File: src/rtl/rptr_ctrl.sv
// Read-side pointer and flag controller for an asynchronous FIFO (single clock, rclk).
// Define RPTR_CTRL_UNDERFLOW_EN to build the sticky read-while-empty detector.
module rptr_ctrl #(
    parameter int PTR_WIDTH = 3,
    parameter int AE_THRESH = 1
) (
    input  logic                 rclk,
    input  logic                 rrst,
    input  logic                 r_en,
    input  logic [PTR_WIDTH:0]   g_wptr_sync,
    output logic [PTR_WIDTH:0]   b_rptr,
    output logic [PTR_WIDTH:0]   g_rptr,
    output logic                 empty,
    output logic                 almost_empty,
    output logic [PTR_WIDTH:0]   rd_count,
    output logic                 rd_valid,
    output logic                 underflow
);

    localparam logic [PTR_WIDTH:0] AE_T = AE_THRESH[PTR_WIDTH:0];

    logic [PTR_WIDTH:0] b_rptr_q, b_rptr_d;
    logic [PTR_WIDTH:0] g_rptr_q, g_rptr_d;
    logic [PTR_WIDTH:0] rd_count_q, rd_count_d;
    logic [PTR_WIDTH:0] b_wptr_sync;
    logic               empty_q, empty_d;
    logic               almost_empty_q, almost_empty_d;
    logic               rd_valid_q;
    logic               acc;

    assign acc = r_en & ~empty_q;

    // Each binary bit is the XOR of all Gray bits at or above it.
    always_comb begin
        b_wptr_sync = '0;
        for (int i = 0; i <= PTR_WIDTH; i++) begin
            b_wptr_sync[i] = ^(g_wptr_sync >> i);
        end
    end

    always_comb begin
        b_rptr_d       = b_rptr_q + {{PTR_WIDTH{1'b0}}, acc};
        g_rptr_d       = (b_rptr_d >> 1) ^ b_rptr_d;
        empty_d        = (g_rptr_d == g_wptr_sync);
        rd_count_d     = b_wptr_sync - b_rptr_d;
        almost_empty_d = (rd_count_d <= AE_T);
    end

    always_ff @(posedge rclk or posedge rrst) begin
        if (rrst) begin
            b_rptr_q       <= '0;
            g_rptr_q       <= '0;
            empty_q        <= 1'b1;
            almost_empty_q <= 1'b1;
            rd_count_q     <= '0;
            rd_valid_q     <= 1'b0;
        end else begin
            b_rptr_q       <= b_rptr_d;
            g_rptr_q       <= g_rptr_d;
            empty_q        <= empty_d;
            almost_empty_q <= almost_empty_d;
            rd_count_q     <= rd_count_d;
            rd_valid_q     <= acc;
        end
    end

`ifdef RPTR_CTRL_UNDERFLOW_EN
    logic underflow_q;

    always_ff @(posedge rclk or posedge rrst) begin
        if (rrst) begin
            underflow_q <= 1'b0;
        end else if (r_en && empty_q) begin
            underflow_q <= 1'b1;
        end
    end

    assign underflow = underflow_q;
`else
    assign underflow = 1'b0;
`endif

    assign b_rptr       = b_rptr_q;
    assign g_rptr       = g_rptr_q;
    assign empty        = empty_q;
    assign almost_empty = almost_empty_q;
    assign rd_count     = rd_count_q;
    assign rd_valid     = rd_valid_q;

endmodule

File: config.mk
export PLATFORM = sky130hd
export DESIGN_NAME = rptr_ctrl
export DESIGN_NICKNAME = d
export VERILOG_FILES = /design/src/rtl/rptr_ctrl.sv
export SDC_FILE = /design/constraint.sdc
export NUM_CORES = 1
export LEC_CHECK = 0
export ABC_AREA = 1
export BUFFER_PORTS_ARGS = -buffer_cell sky130_fd_sc_hd__clkbuf_2
export CORE_MARGIN = 2
export CORE_UTILIZATION = 44
export CTS_CLUSTER_SIZE = 14
export DETAILED_ROUTE_END_ITERATION = 8
export PLACE_DENSITY_LB_ADDON = 0.05
export SLEW_MARGIN = 20
export SYNTH_ARGS = -nofsm -noshare
export SYNTH_HDL_FRONTEND = slang
export SYNTH_SLANG_ARGS = --single-unit
File: constraint.sdc
create_clock -name rclk -period 1.9 [get_ports rclk]
set_input_delay 0.19 -clock rclk [delete_from_list [all_inputs] [get_ports rclk]]
set_output_delay 0.19 -clock rclk [all_outputs]
set_load 0.005 [all_outputs]
==> flow_summary.json <==
{
  "dieWidth_um": 46.5,
  "synth_nets": 97,
  "cp.arrival_ns": 2.14,
  "floorplan.initialDensity": 0.466,
  "rows": 15,
  "maxCapViolations": 0,
  "synthAdderAreaFrac": 0.0786,
  "drtPass1Iterations": 3,
  "setup_slack_ns": -0.0386,
  "hp-class": "input pin to flop",
  "fin_crit_sh": 1.02,
  "clock_power_share": 0.081,
  "finalSetupViolCount": 1,
  "track_usage": 0.141,
  "syn_area_per_cell_um2": 9.36,
  "hold_violations": 0,
  "fmax_mhz": 516,
  "drv_slew": 0,
  "swShare": 0.414,
  "syn-cell-area_um2": 796,
  "synth_edf_count": 0,
  "post-dp-hpwl_um": 1130,
  "die_h_um": 46.5,
  "postPlaceCellArea_um2": 967,
  "ys_warn_count": 0,
  "slew_headroom": 0.663,
  "grt_overflow": 0,
  "rsz0062_at_grt": "yes",
  "layout-drive-gt1-share": 0.566,
  "cp-start-kind": "flop",
  "yosys.cell_count.top_type": "inv_1",
  "violations": "negative setup slack",
  "synthTopCellsByCount": "inv_1, nand2_1, dfrtp_1",
  "p_leak_nw": 0.566,
  "period_minus_slack_ns": 1.94,
  "cts_tree": "built",
  "root_buffer": "clkbuf_4",
  "core_um2": 1710,
  "dr_total_vias": 595,
  "pin_count": 23,
  "worstMarginPinSlew_ns": 0.505,
  "fin_skew_ns": 0.00182,
  "ys.flop_type": "dfrtp_1",
  "port_buffers": 21,
  "drcViolationCount": 0,
  "vias_per_cell": 4.31,
  "diodes": 0,
  "pwr-share-seq": 0.275,
  "areaGrowthSynthToFinish_pct": 33.5,
  "yosys.cell_types.count": 20,
  "outcome": "complete, but fails checks",
  "synth_top_family_by_area": "simple AND/OR/NAND/NOR gates",
  "ys_ff_latch": 14,
  "fin_util": 0.622,
  "ctsHtreeMaxLevel": 1,
  "totalPowerFinal_mw": 1.88,
  "peakVddDrop_uv": 775,
  "final_nets": 127,
  "synthSimpleGateAreaFrac": 0.242,
  "cts_sinks": 14,
  "synth_area_leader_cell": "dfrtp_1",
  "grt_start_max_net_pins": 15,
  "clk_latency_ns": 0.26,
  "antenna_found_initial": 0,
  "clk_pin_slew_ns": 0.07,
  "critPathMaxFanout": 3,
  "synthXorXnorAreaFrac": 0.127,
  "wl_um": 1390,
  "holdWs_ns": 0.183,
  "die_area_um2": 2160,
  "wire_per_inst_um": 10.1,
  "grt_pass1_wl_um": 2090,
  "end_kind": "flop",
  "gp_congestion": 0.746,
  "grt_pass1_vias": 507,
  "power_density_nw_per_um2": 1770,
  "place_ws_ns": -0.0657,
  "synth_top_area_frac": 0.377,
  "synth_compound_area_frac": 0,
  "yosysSeqAreaShare": 0.443,
  "async_flop_share": 1.00,
  "ant_nets": 0,
  "p_switching_mw": 0.776,
  "p_comb_frac": 0.645,
  "drtIter0Drc": 5,
  "netlist_instances": 85,
  "fin_area_um2": 1060,
  "cts_buffer_depth": 2,
  "synth_area_leaders": "dfrtp_1, ha_1, inv_1",
  "numCtsBuffers": 3,
  "worstSetupPathType": "flop to flop",
  "p_int_mw": 1.10,
  "worstPathRequired_ns": 2.10,
  "muxShareOfSynthArea": 0
}
logic make-up (layout without fill, tap and decap cells):
group         count (synthesis)  after routing
other cells                   1              1
flops                        14             14
xor+xnor                      9              9
buf+inv                      20             48
simple gates                 36             36
fa+ha+maj                     5              5
layout by cell type (no fill, tap or decap):
cell type,n
inv_2,6
nor2_1,2
buf_4,5
ha_1,1
nand3b_2,1
clkbuf_4,3
nand2_1,12
xor2_2,3
xnor2_1,2
dfstp_2,2
nand3_1,4
or2_4,1
nand2_2,8
xnor3_2,1
dlygate4sd3_1,1
xor2_1,3
nor2_2,4
nand3_2,2
ha_2,1
dfrtp_1,12
ha_4,3
nand2_4,1
nor2_4,1
clkbuf_2,21
conb_1,1
inv_1,11
inv_4,1
final cells by class:
cell class / instances / area [um^2]
fillers: 162 / 646
multi-input cells: 51 / 433
flip-flops and latches: 14 / 353
repair buffers: 27 / 153
inverters: 18 / 70.1
well taps: 25 / 31.3
clock buffers: 3 / 22.5
metal layers:
metal | share of wire | wire length [um] | track usage | up-vias
met4 | 0.013 | 18 | 0.0686 | 0
li1 | - | - | - | 305
met1 | 0.44 | 611 | 0.187 | 272
met3 | 0.040 | 56 | 0.0235 | 2
met5 | 0 | 0 | 0 | -
met2 | 0.51 | 702 | 0.222 | 16
worst max-delay path: stages, from the launching register on:
cell,delay (ns)
dfstp_2,0.56
nor2_4,0.04
ha_4,0.16
ha_4,0.29
inv_2,0.04
nand3_2,0.06
nand2_1,0.05
inv_1,0.05
ha_2,0.16
inv_2,0.03
nand2_2,0.07
xor2_2,0.17
nand2_1,0.08
nor2_2,0.11
power groups by stage:
stage / clock network (mW) / registers [mW] / logic [mW]
2_1_floorplan: 0 / 0.531 / 0.721
3_3_place_gp: 0 / 0.511 / 1.04
3_5_place_dp: 0 / 0.518 / 1.06
4_1_cts: 0.161 / 0.512 / 1.13
5_1_grt: 0.172 / 0.533 / 1.34
6_report: 0.151 / 0.516 / 1.21
final timing paths:
kind / startpoint / end / slack, ns / cells after the start
max reg2reg: empty / almost_empty / -0.04 / 13
min: r_en / rd_valid / 0.18 / 3
max: empty / almost_empty / -0.04 / 13
min reg2reg: empty / rd_valid / 0.54 / 1
min in group asynchronous: rrst / rd_count[2] / 0.48 / 3
max in group asynchronous: rrst / almost_empty / 1.06 / 3
metrics by stage:
stage,TNS (ns),std cells
finish,-0.0386,138
global route,-0.300,138
CTS,-0.0665,138
detailed placement,-0.0940,133
floorplan,-0.0478,85
global placement,-0.0554,133
timing repair:
action | 4_1_cts | 5_1_grt
gates cloned | 0 | 0
setup endpoints to repair | 2 | 4
hold endpoints to repair | 12 | 0
pin swaps | 12 | 10
setup buffers | 1 | 0
hold buffers | 1 | 0
resized for setup | 5 | 8
state kept, by name, summed over array words and instances, names as in the netlist:
| signal | cells |
|---|---|
| b_rptr | 4 |
| g_rptr | 3 |
| rd_valid | 1 |
| rd_count | 4 |
| almost_empty | 1 |
| empty | 1 |
Power figures use the tool's default switching activity.
